File: src/rtl/m_split_seq.sv
// m_split_seq
// -----------------------------------------------------------------------------
// Memory-stage split-access sequencer. Accepts one request at a time, runs the
// TLB lookup (with fill handshake and bounded retries on a miss), issues part 0
// and, for line-crossing accesses, part 1 to the cache banks, then returns a
// completion carrying the request tag and a fault code.
//
// Ports:
//   clk          rising-edge clock
//   clr          asynchronous active-low reset
//   req_valid    request present           req_ready   accepting (IDLE only)
//   req_needP1   part 1 required           req_id      7-bit request tag
//   tlb_hit / tlb_miss / prot_exc          TLB results, sampled in LOOKUP
//   miss_req     TLB fill request          fill_done   fill complete pulse
//   p0_go/p1_go  issue part 0 / part 1     cache_ack   cache took the part
//   done_valid   completion present        done_ready  consumer takes it
//   done_fault   00 ok, 01 prot, 10 retry exhausted, 11 ack timeout
//   done_id      tag of the completing request
// -----------------------------------------------------------------------------
module m_split_seq #(
    parameter int TIMEOUT   = 255,
    parameter int MAX_RETRY = 2
) (
    input  logic       clk,
    input  logic       clr,
    input  logic       req_valid,
    output logic       req_ready,
    input  logic       req_needP1,
    input  logic [6:0] req_id,
    input  logic       tlb_hit,
    input  logic       tlb_miss,
    input  logic       prot_exc,
    output logic       miss_req,
    input  logic       fill_done,
    output logic       p0_go,
    output logic       p1_go,
    input  logic       cache_ack,
    output logic       done_valid,
    input  logic       done_ready,
    output logic [1:0] done_fault,
    output logic [6:0] done_id
);

    typedef enum logic [2:0] {
        S_IDLE   = 3'd0,
        S_LOOKUP = 3'd1,
        S_MISS   = 3'd2,
        S_ISSUE0 = 3'd3,
        S_ISSUE1 = 3'd4,
        S_RESP   = 3'd5
    } state_t;

    localparam logic [1:0] RETRY_LIMIT = 2'(MAX_RETRY);
    localparam logic [7:0] TMO_LAST    = 8'(TIMEOUT - 1);

    localparam logic [1:0] F_OK    = 2'b00;
    localparam logic [1:0] F_PROT  = 2'b01;
    localparam logic [1:0] F_RETRY = 2'b10;
    localparam logic [1:0] F_TMO   = 2'b11;

    state_t     state_reg, state_next;
    logic       needp1_reg, needp1_next;
    logic [6:0] id_reg, id_next;
    logic [1:0] retry_reg, retry_next;
    logic [7:0] tmo_reg, tmo_next;
    logic [1:0] fault_next;

    // Next-state and counter logic. fault_next is only consumed on the
    // transition into RESP.
    always_comb begin
        state_next  = state_reg;
        needp1_next = needp1_reg;
        id_next     = id_reg;
        retry_next  = retry_reg;
        tmo_next    = tmo_reg;
        fault_next  = F_OK;
        case (state_reg)
            S_IDLE: begin
                if (req_valid) begin
                    id_next     = req_id;
                    needp1_next = req_needP1;
                    retry_next  = 2'd0;
                    state_next  = S_LOOKUP;
                end
            end
            S_LOOKUP: begin
                if (prot_exc) begin
                    fault_next = F_PROT;
                    state_next = S_RESP;
                end else if (tlb_miss) begin
                    if (retry_reg == RETRY_LIMIT) begin
                        fault_next = F_RETRY;
                        state_next = S_RESP;
                    end else begin
                        retry_next = retry_reg + 2'd1;
                        state_next = S_MISS;
                    end
                end else if (tlb_hit) begin
                    tmo_next   = 8'd0;
                    state_next = S_ISSUE0;
                end
            end
            S_MISS: begin
                if (fill_done) begin
                    state_next = S_LOOKUP;
                end
            end
            S_ISSUE0, S_ISSUE1: begin
                // An ack in the cycle the timeout would fire still wins.
                if (cache_ack) begin
                    if (state_reg == S_ISSUE0 && needp1_reg) begin
                        tmo_next   = 8'd0;
                        state_next = S_ISSUE1;
                    end else begin
                        fault_next = F_OK;
                        state_next = S_RESP;
                    end
                end else if (tmo_reg == TMO_LAST) begin
                    fault_next = F_TMO;
                    state_next = S_RESP;
                end else begin
                    tmo_next = tmo_reg + 8'd1;
                end
            end
            S_RESP: begin
                if (done_ready) begin
                    state_next = S_IDLE;
                end
            end
            default: begin
                state_next = S_IDLE;
            end
        endcase
    end

    // State, counters and registered Moore outputs. Outputs are decoded from
    // state_next so they line up with the state they describe; the async
    // reset drops every go/req output the moment clr falls.
    always_ff @(posedge clk or negedge clr) begin
        if (!clr) begin
            state_reg  <= S_IDLE;
            needp1_reg <= 1'b0;
            id_reg     <= 7'd0;
            retry_reg  <= 2'd0;
            tmo_reg    <= 8'd0;
            req_ready  <= 1'b1;
            miss_req   <= 1'b0;
            p0_go      <= 1'b0;
            p1_go      <= 1'b0;
            done_valid <= 1'b0;
            done_fault <= F_OK;
            done_id    <= 7'd0;
        end else begin
            state_reg  <= state_next;
            needp1_reg <= needp1_next;
            id_reg     <= id_next;
            retry_reg  <= retry_next;
            tmo_reg    <= tmo_next;
            req_ready  <= (state_next == S_IDLE);
            miss_req   <= (state_next == S_MISS);
            p0_go      <= (state_next == S_ISSUE0);
            p1_go      <= (state_next == S_ISSUE1);
            done_valid <= (state_next == S_RESP);
            // Completion fields load once on entry to RESP and then hold.
            if (state_reg != S_RESP && state_next == S_RESP) begin
                done_fault <= fault_next;
                done_id    <= id_reg;
            end
        end
    end

endmodule

File: config.mk
export PLATFORM = sky130hd
export DESIGN_NAME = m_split_seq
export DESIGN_NICKNAME = d
export VERILOG_FILES = /design/src/rtl/m_split_seq.sv
export SDC_FILE = /design/constraint.sdc
export NUM_CORES = 1
export LEC_CHECK = 0
export CAP_MARGIN = 15
export CORE_ASPECT_RATIO = 1.4
export CORE_MARGIN = 3
export CORE_UTILIZATION = 56
export DETAILED_ROUTE_END_ITERATION = 8
export PLACE_DENSITY = 0.89
export SYNTH_ARGS = -nofsm -noshare
export SYNTH_HDL_FRONTEND = slang
export SYNTH_SLANG_ARGS = --single-unit
File: constraint.sdc
create_clock -name clk -period 4.74 [get_ports clk]
set_input_delay 0.711 -clock clk [delete_from_list [all_inputs] [get_ports clk]]
set_output_delay 0.711 -clock clk [all_outputs]
set_load 0.01 [all_outputs]
==> summary.md, run 1 <==
| Metric | Value |
|---|---|
| CORE AREA | 2960 sq um |
| Vias per std cell | 5.82 |
| TritonCTS clock tree | done |
| Residual DRC | 0 |
| Port Buf Inserts | 30 |
| Largest net degree at the start of global routing | 36 |
| First-pass DRT Iterations | 4 |
| Critical path's slowest cell | clkdlybuf4s50_1 |
| Share of cells above drive strength 1 | ~17% |
| Leading area contributor after synthesis | dfrtp_1 |
| Worst hold path type | reg2reg |
| Final WL | 3650 microns |
| Overall routing resource usage | a little over a fifth |
| Global placer's final weighted congestion | ~0.87 |
| DIE AREA | a little under 4000 sq um |
| CTS Buf Count | 5 |
| Post-synth EDFFs | 0 |
| Post-Syn Nets | 178 |
| Starting Density | 60.6% |
| Most common cell in the netlist | dfrtp_1 |
| Tcrit/Tclk final | 53.4% |
| Post-synth top cells | dfrtp_1, nand2_1, o21ai_1 |
| Pwr per Cell Area | 628 nW/um^2 |
| Fin nets | 210 |
| Crit Path Max Fanout | 8 |
| Max reg flops | 8 |
| Skew-Pair Late Insertion Delay | 290 ps |
| Data required, critical path | 4910 ps |
| Rows | 23 |
| DPL Wire Length | about 2700 microns |
| DIE HEIGHT | 73.0 microns |
| CP startpoint kind | primary input |
| CP Class | in2reg |
| Finished Layout Cells | 228 |
| Worst Path Arrival | 2700 ps |
| Worst slew pin tran | roughly 450 ps |
| RSZ-0062 raised after global routing | false |
| Peak VDD IR | roughly 0.00041 V |
| MaxCap Viol Count | 0 |
| Layout Area Growth over Synthesis | 23.7% |
| Crit path cell chain | clkdlybuf4s50_1, or3b_1, o21ai_1, o221ai_4, nand3_4, mux2_4 |
| Synth Instances | between 150 and 200 |
| Synth top area share | between 40% and 50% |
| ANT nets after route | 0 |
| Main flop type after synthesis | dfrtp_1 |
| DR iter-0 viols | 19 |
| Ys Warns | 0 |
| Post-CTS Hold Buffers | 0 |
| Layout fillers | 206 |
| Final clock skew | 8.83 ps |
| Max Root-Sink Buffers | 2 |
| Relative slew slack | 69.9% |
| Setup_tns | 0 ps |
| Period minus WS final | 2530 ps |
| Clock root buffer | clkbuf_8 |
| Top area cells in the synthesized netlist | dfrtp_1, mux2_4, mux2_2 |
| Seq/Total Area, Yosys | 48.8% |
| H-tree levels | 2 |
| Mean Syn Cell Area | approximately 11 sq um |
| Clock transition at path regs | 70 ps |
| Async SR Flop Fraction | 100% |
| Initial antenna violation count | 0 |
| Flops & latches, synth | 35 |
| I/O Pins | 31 |
| Static leakage | around 0.96 nW |
| Setup-failing EPs final | 0 |
| Number of global-route vias before repair | around 1400 |
| Antenna cells | 0 |
| CP endpoint kind | register |
| Resize count post-CTS | 0 |
| Grt ovf | 0 |
| Count of final hold-check violations | 0 |
| Chip Width | 53.9 microns |
| Global-route wire length before repair | between 6000 and 7000 microns |
| Via Count | ~1300 |
| Final Max Slew Viols | 0 |
| Placed insts | 220 |
| Wire length per cell | 16.0 microns |
| Clock sink count | 35 |
| Placed cell area | 2110 sq um |
| # Post-CTS Setup Buffers | 0 |
| Mapped Area | 1800 sq um |
| Finished Cell Area | roughly 2200 sq um |
| Peak Freq | 395 MHz |
| Status | complete, no violations |
| Yosys cell types | 44 |
| CP max stage delay | 560 ps |
-- where the power goes --
part	internal, W	total (W)	switching, W
clock	0.000156	0.000265	0.000108
sequential	0.000421	0.000524	0.000103
combinational	0.000334	0.000607	0.000273
-- final timing paths --
check,startpoint,endpoint,slack [ps],cells past startpoint
worst max-delay path,tlb_miss,done_id[3],2210,6
worst min-delay path,done_fault[1],done_fault[1],500,1
worst max register to register,retry_reg[0],done_id[3],2480,7
worst min register to register,done_fault[1],done_fault[1],500,1
max in group asynchronous,clr,req_ready,3590,2
min in group asynchronous,clr,retry_reg[0],830,2
-- worst max-delay path: cells and delay by family --
family / cells / cell delay [ps]
buffers and inverters: 1 / 560
AO/OA/AOI/OAI: 2 / 440
multiplexers: 1 / 320
AND/OR/NAND/NOR: 2 / 670
-- cells in the final DEF, fill, tap and decap left out, types with 3 or more instances in the layout --
cell type / synthesis / layout
o21ai_1: 12 / 12
mux2_2: 8 / 8
a21oi_1: 6 / 6
mux2i_1: 3 / 3
nand3b_1: 3 / 3
ha_1: 3 / 3
mux2_4: 7 / 7
inv_1: 5 / 5
nor2_1: 8 / 8
o21ai_0: 4 / 4
clkdlybuf4s50_1: 0 / 30
nand2_1: 13 / 13
nor3_1: 4 / 4
dfrtp_1: 34 / 34
nand3_1: 5 / 5
clkbuf_8: 0 / 5
and2_1: 3 / 3
-- metal layers --
layer	wire length [microns]	GRT usage, %
met1	1440	25.5
met2	1940	35.0
met3	202	7.36
met4	66	7.95
met5	0	0
-- cells by family (layout without fill, tap and decap cells) --
kind of cell,Yosys count,in the layout,synth area share [%]
AND/OR/NAND/NOR,54,54,17.1
buffers and inverters,11,44,3.34
AO/OA/AOI/OAI,35,35,15.1
XOR/XNOR,2,2,0.975
flip-flops,35,35,48.8
adder cells (fa/ha/maj),3,3,2.09
multiplexers,18,18,12.5
-- cell type report --
class                           count  area [sq um]  share of cell area [%]
Inverter                            5          18.8                   0.845
Multi-Input combinational cell    112           860                    38.7
Sequential cell                    35           877                    39.5
Tap cell                           37          46.3                    2.08
Clock buffer                        5          68.8                    3.10
Timing Repair Buffer               31           308                    13.9
Clock inverter                      3          43.8                    1.97
-- stage by stage --
step | hold WS, ps | total power, W | setup WS (ps) | util, %
CTS | 501 | 0.00141 | 2210 | 75.0
detailed placement | 484 | 0.00113 | 1910 | 71.2
floorplan | 415 | 0.000946 | 2540 | -
global route | 522 | 0.00149 | 2130 | 75.0
global placement | 481 | 0.00110 | 1960 | 71.2
finish | 495 | 0.00140 | 2210 | 75.0
Note: power is estimated with default switching activity, not from simulation.
==> inputs of run 2 (changes only) <==
- CORE_UTILIZATION: 56 -> 47
- PLACE_DENSITY: 0.89 -> 0.8
- clock period: 4.74 -> 2.11 ns (I/O delays scaled with it)
==> run 2 against run 1 <==
Global-route usage down 1.6 points. Utilization down 8.8 points. Count of clock-buffer cells in the layout unchanged. Via count up 4.2%. Flip-flop and latch count unchanged. Non-clock buffer count up 14. Largest power group unchanged.
==> summary.md, run 2 (synthesis gave the netlist of run 1 again) <==
| Metric | Value |
|---|---|
| Relative slew slack | 70.9% (+0.99 points) |
| MaxCap Viol Count | 0 (unchanged) |
| CP max stage delay | 440 ps (-120 ps) |
| ANT nets after route | 0 (unchanged) |
| Clock transition at path regs | 80 ps (about the same) |
| Largest net degree at the start of global routing | 36 (unchanged) |
| Tcrit/Tclk final | 96.9% |
| Fin nets | 224 (+6.7%) |
| Share of cells above drive strength 1 | 23.9% (+6.6 points) |
| Vias per std cell | 5.64 (-3.0%) |
| Grt ovf | 0 (unchanged) |
| Global-route wire length before repair | 7000 microns (+14%) |
| I/O Pins | 31 (unchanged) |
| Antenna cells | 0 (unchanged) |
| Final WL | 3960 microns (+8.6%) |
| DIE AREA | 4610 sq um (+17%) |
| Setup-failing EPs final | 0 (unchanged) |
| Critical path's slowest cell | or3b_1 |
| Rows | 25 (+8.7%) |
| Final hold slack | 419 ps (-76.4 ps) |
| Layout Area Growth over Synthesis | 30.2% |
| Overall routing resource usage | 19.9% (-1.6 points) |
| Initial antenna violation count | 0 (unchanged) |
| Max reg flops | 8 (unchanged) |
| Port Buf Inserts | 30 (unchanged) |
| Highest-count cells in the layout ignoring fill and taps | dfrtp_1, clkdlybuf4s50_1, buf_4, nand2_1, o21ai_1 |
| CP startpoint kind | register |
| Count of final hold-check violations | 0 (unchanged) |
| Final clock skew | 8.17 ps (-0.659 ps) |
| Peak VDD IR | 0.00112 V (+170%) |
| Global placer's final weighted congestion | 0.869 (-0.56%) |
| Finished Layout Cells | 245 (+7.5%) |
| CORE AREA | 3530 sq um (+19%) |
| Period minus WS final | 2050 ps |
| Skew-Pair Late Insertion Delay | 300 ps (about the same) |
| Data required, critical path | 2290 ps (-2620 ps) |
| Placed cell area | 2220 sq um (+5.2%) |
| Residual DRC | 0 (unchanged) |
| Setup ws final | 64.4 ps (-2140 ps) |
| Peak Freq | 489 MHz |
| First-pass DRT Iterations | 4 (unchanged) |
| Finished Cell Area | 2340 sq um (+5.3%) |
| DR iter-0 viols | 86 (+67) |
| Worst Path Arrival | 2230 ps (-470 ps) |
| Static leakage | 1.03 nW (+7.6%) |
| Pwr per Cell Area | 1420 nW/um^2 (+130%) |
| Status | complete, no violations |
| Top delay family on crit path | simple AND/OR/NAND/NOR gates |
| CTS Buf Count | 5 (unchanged) |
| Placed insts | 237 (+7.7%) |
| Clock root buffer | clkbuf_8 |
| Via Count | 1383 (+4.2%) |
| Post-place setup slack | -130 ps (-2040 ps) |
| Clock sink count | 35 (unchanged) |
| Crit path cell chain | inv_1, ha_1, or3b_1, o21ai_2, o221ai_4, nand3_4, mux2_4 |
| Max Root-Sink Buffers | 2 (unchanged) |
| Overall power | 0.00333 W (+140%) |
| Commonest non-fill, non-tap cell in the layout | dfrtp_1 |
| Worst hold path type | in2async |
| TritonCTS clock tree | done |
| CP endpoint kind | register |
| Bufs and invs on worst path | 1 (unchanged) |
| Wire length per cell | 16.2 microns (+1.0%) |
| Number of global-route vias before repair | 1486 (+8.6%) |
| Starting Density | 50.8% (-9.8 points) |
| CP Class | reg2reg |
| Final Max Slew Viols | 0 (unchanged) |
| Worst slew pin tran | 437 ps (-14.8 ps) |
| H-tree levels | 2 (unchanged) |
| DPL Wire Length | 2850 microns (+5.8%) |
| DIE HEIGHT | 79.2 microns (+8.4%) |
| Chip Width | 58.3 microns (+8.1%) |
| Crit Path Max Fanout | 8 (unchanged) |
run 2: cell types whose count changed in the layout (fill, tap and decap cells not counted), sizes merged:
cell,before,now
buf,1,15
run 2: worst reg2reg max path, delay by kind of cell (launching register included):
kind / cells / cell delay, ps
adders and majority gates: 1 / 210
muxes: 1 / 320
AOI/OAI and AO/OA: 2 / 350
DFF: 1 / 360
and+or+nand+nor: 2 / 640
buffers and inverters: 1 / 50
run 2: routing by layer:
| metal | track usage [%] | part of all wire, % | vias to the layer above |
|---|---|---|---|
| li1 | - | - | 659 |
| met1 | 23.5 | 41 | 670 |
| met2 | 33.1 | 53 | 43 |
| met3 | 4.07 | 4.0 | 11 |
| met4 | 10.9 | 2.9 | 0 |
| met5 | 0 | 0 | - |
run 2: area by class of cell:
cell class	instances	area (sq um)
Clock buffer	5	68.8
Tap cell	40	50.0
Multi-Input combinational cell	112	868
Sequential cell	35	877
Inverter	5	18.8
Clock inverter	3	43.8
Timing Repair Buffer	45	413
Fill cell	275	1190
run 2: through the flow:
step | TNS (ps) | util (%)
2_1_floorplan | 0 | -
3_3_place_gp | -1090 | 62.8
3_5_place_dp | -1520 | 62.8
4_1_cts | 0 | 65.9
5_1_grt | -83.4 | 66.2
6_report | 0 | 66.2
run 2: path summary, 6_finish.rpt:
kind                                endpoint  cells after the start          from  slack [ps]
worst max-delay path              done_id[0]                      7  retry_reg[0]          60
worst min-delay path            retry_reg[1]                      2           clr         420
worst max register to register    done_id[0]                      7  retry_reg[0]          60
worst min register to register    done_id[6]                      1     id_reg[6]         500
max in group asynchronous          req_ready                      2           clr        1350
min in group clk                  done_id[6]                      1     id_reg[6]         500
run 2: power breakdown:
group / switching (W) / internal, W / total [W]
Combinational: 0.000718 / 0.000878 / 0.00160
Clock: 0.000266 / 0.000352 / 0.000618
Sequential: 0.000173 / 0.000946 / 0.00112
Total: 0.00116 / 0.00218 / 0.00333
run 2: timing repair:
item,in CTS,in global routing
resized for setup,0,2
buffers inserted,0,0
hold buffers,0,0
endpoints found under the setup margin,0,9
==> inputs of run 3 (changes only) <==
- GPL_TIMING_DRIVEN: not set -> 0
- PLACE_DENSITY: 0.8 -> not set
- PLACE_DENSITY_LB_ADDON: not set -> 0.05
==> run 3 against run 2 <==
Cell count shrank 2.9%. Maximum frequency grew 0.60%. Clock power shrank 1%. Non-clock buffer count shrank 7. Sequential power is essentially flat. Cell area shrank 1.3%.
==> summary.md, run 3 (synthesis gave the netlist of run 1 again) <==
| Metric | Value |
|---|---|
| Max Root-Sink Buffers | 2 (unchanged) |
| Share of cells above drive strength 1 | 22.7% (-1.2 points) |
| Setup ws final | 76.5 ps (+12.1 ps) |
| Global-route wire length before repair | 6660 microns (-4.8%) |
| Crit Path Max Fanout | 10 (+2) |
| Layout Area Growth over Synthesis | 28.5% |
| DIE HEIGHT | 79.2 microns (unchanged) |
| Clock sink count | 35 (unchanged) |
| Clock root buffer | clkbuf_8 |
| DR iter-0 viols | 26 (-70%) |
| Number of global-route vias before repair | 1383 (-6.9%) |
| Residual DRC | 0 (unchanged) |
| Worst hold path type | in2async |
| Starting Density | 50.8% (unchanged) |
| Commonest non-fill, non-tap cell in the layout | dfrtp_1 |
| Peak VDD IR | 0.00100 V (-10%) |
| CORE AREA | 3530 sq um (unchanged) |
| Placed cell area | 2130 sq um (-3.9%) |
| Max reg flops | 8 (unchanged) |
| H-tree levels | 2 (unchanged) |
| Rows | 25 (unchanged) |
| Post-place setup slack | -301 ps (-171 ps) |
| Data required, critical path | 2280 ps (about the same) |
| I/O Pins | 31 (unchanged) |
| Worst Path Arrival | 2210 ps (-20 ps) |
| Peak Freq | 492 MHz (+0.60%) |
| Final WL | 3810 microns (-3.8%) |
| Finished Core Util | 65.3% (-0.88 points) |
| Antenna cells | 0 (unchanged) |
| Worst slew pin tran | 771 ps (+334 ps) |
| Chip Width | 58.3 microns (unchanged) |
| Tcrit/Tclk final | 96.4% (-0.57 points) |
| Largest net degree at the start of global routing | 36 (unchanged) |
| Status | complete, no violations |
| Grt ovf | 0 (unchanged) |
| Via Count | 1359 (-1.7%) |
| MaxCap Viol Count | 0 (unchanged) |
| Final Max Slew Viols | 0 (unchanged) |
| First-pass DRT Iterations | 4 (unchanged) |
| Top delay family on crit path | simple AND/OR/NAND/NOR gates |
| Final clock skew | 10.1 ps (+1.90 ps) |
| CP max stage delay | 470 ps (+30 ps) |
| CP startpoint kind | register |
| Post-CTS Hold Buffers | 0 (unchanged) |
| Critical path's slowest cell | or3_1 |
| Pwr per Cell Area | 1440 nW/um^2 (+0.93%) |
| Port Buf Inserts | 29 (-3.3%) |
| Highest-count cells in the layout ignoring fill and taps | dfrtp_1, clkdlybuf4s50_1, nand2_1, o21ai_1 |
| Initial antenna violation count | 0 (unchanged) |
| Vias per std cell | 5.71 (+1.2%) |
| DIE AREA | 4610 sq um (unchanged) |
| DPL Wire Length | 2670 microns (-6.4%) |
| Count of final hold-check violations | 0 (unchanged) |
| Setup-failing EPs final | 0 (unchanged) |
| Fin nets | 217 (-3.1%) |
| Skew-Pair Late Insertion Delay | 300 ps (about the same) |
| Clock transition at path regs | 80 ps (about the same) |
| Finished Cell Area | 2310 sq um (-1.3%) |
| Crit path cell chain | clkbuf_1, or3_1, o211ai_4, nand3_4, mux2_4 |
| Relative slew slack | 48.6% (-22 points) |
| TritonCTS clock tree | done |
| ANT nets after route | 0 (unchanged) |
| Period minus WS final | 2030 ps (-12.1 ps) |
| Wire length per cell | 16.0 microns (-0.98%) |
| CP endpoint kind | register |
| Overall routing resource usage | 18.8% (-1.1 points) |
| Static leakage | 0.985 nW (-4.1%) |
| Global placer's final weighted congestion | 0.855 (-1.6%) |
| Bufs and invs on worst path | 1 (unchanged) |
| CTS Buf Count | 5 (unchanged) |
| CP Class | reg2reg |
==> run 3: cell type report <==
| type | instances | area, sq um |
|---|---|---|
| Buffer | 5 | 37.5 |
| Multi-Input combinational cell | 112 | 896 |
| Sequential cell | 35 | 878 |
| Clock buffer | 5 | 68.8 |
| Tap cell | 40 | 50.0 |
| Timing Repair Buffer | 33 | 315 |
| Inverter | 5 | 18.8 |
| Clock inverter | 3 | 43.8 |
| Fill cell | 276 | 1230 |
==> run 3: layer usage <==
metal  vias to the layer above  routed length [microns]  GRT usage (%)
li1                        643                        -              -
met1                       669                     1580           23.1
met2                        36                     1950           30.4
met3                        11                      184           6.34
met4                         0                       99           6.50
met5                         -                        0              0
==> run 3: final timing paths <==
check / start / endpoint / slack, ps / depth (start not counted)
worst max-delay path: state_reg[1] / done_id[2] / 80 / 5
worst min-delay path: clr / retry_reg[1] / 90 / 1
worst max register to register: state_reg[1] / done_id[2] / 80 / 5
worst min register to register: done_fault[1] / done_fault[1] / 500 / 1
max in group asynchronous: clr / tmo_reg[0] / 1470 / 1
min in group clk: done_fault[1] / done_fault[1] / 500 / 1
==> run 3: worst register-to-register path, stage by stage, from the launching register on <==
cell and delay (ps):
dfrtp_1 460, clkbuf_1 260, or3_1 470, o211ai_4 140, nand3_4 220, mux2_4 350
==> run 3: metrics by stage <==
stage                     std cells  hold slack, ps  setup TNS [ps]  power (W)
after floorplan                 158            20.9               0    0.00213
after global placement          227             478           -2180    0.00256
after detailed placement        227             433           -2260    0.00262
after CTS                       236             121               0    0.00325
after global routing            238             147           -1.00    0.00355
final                           238            88.5               0    0.00332
==> run 3: power by group <==
part	total [W]	switching (W)	internal (W)	leakage, nW
sequential	0.00112	0.000169	0.000948	0.441
combinational	0.00159	0.000718	0.000873	0.487
clock	0.000611	0.000259	0.000352	0.0581
==> run 3: what timing repair did <==
| item | 4_1_cts | 5_1_grt |
|---|---|---|
| hold endpoints to repair | 0 | 0 |
| setup buffers | 1 | 3 |
| endpoints found under the setup margin | 7 | 16 |
| pin swaps | 1 | 3 |
| gates resized for setup | 3 | 5 |
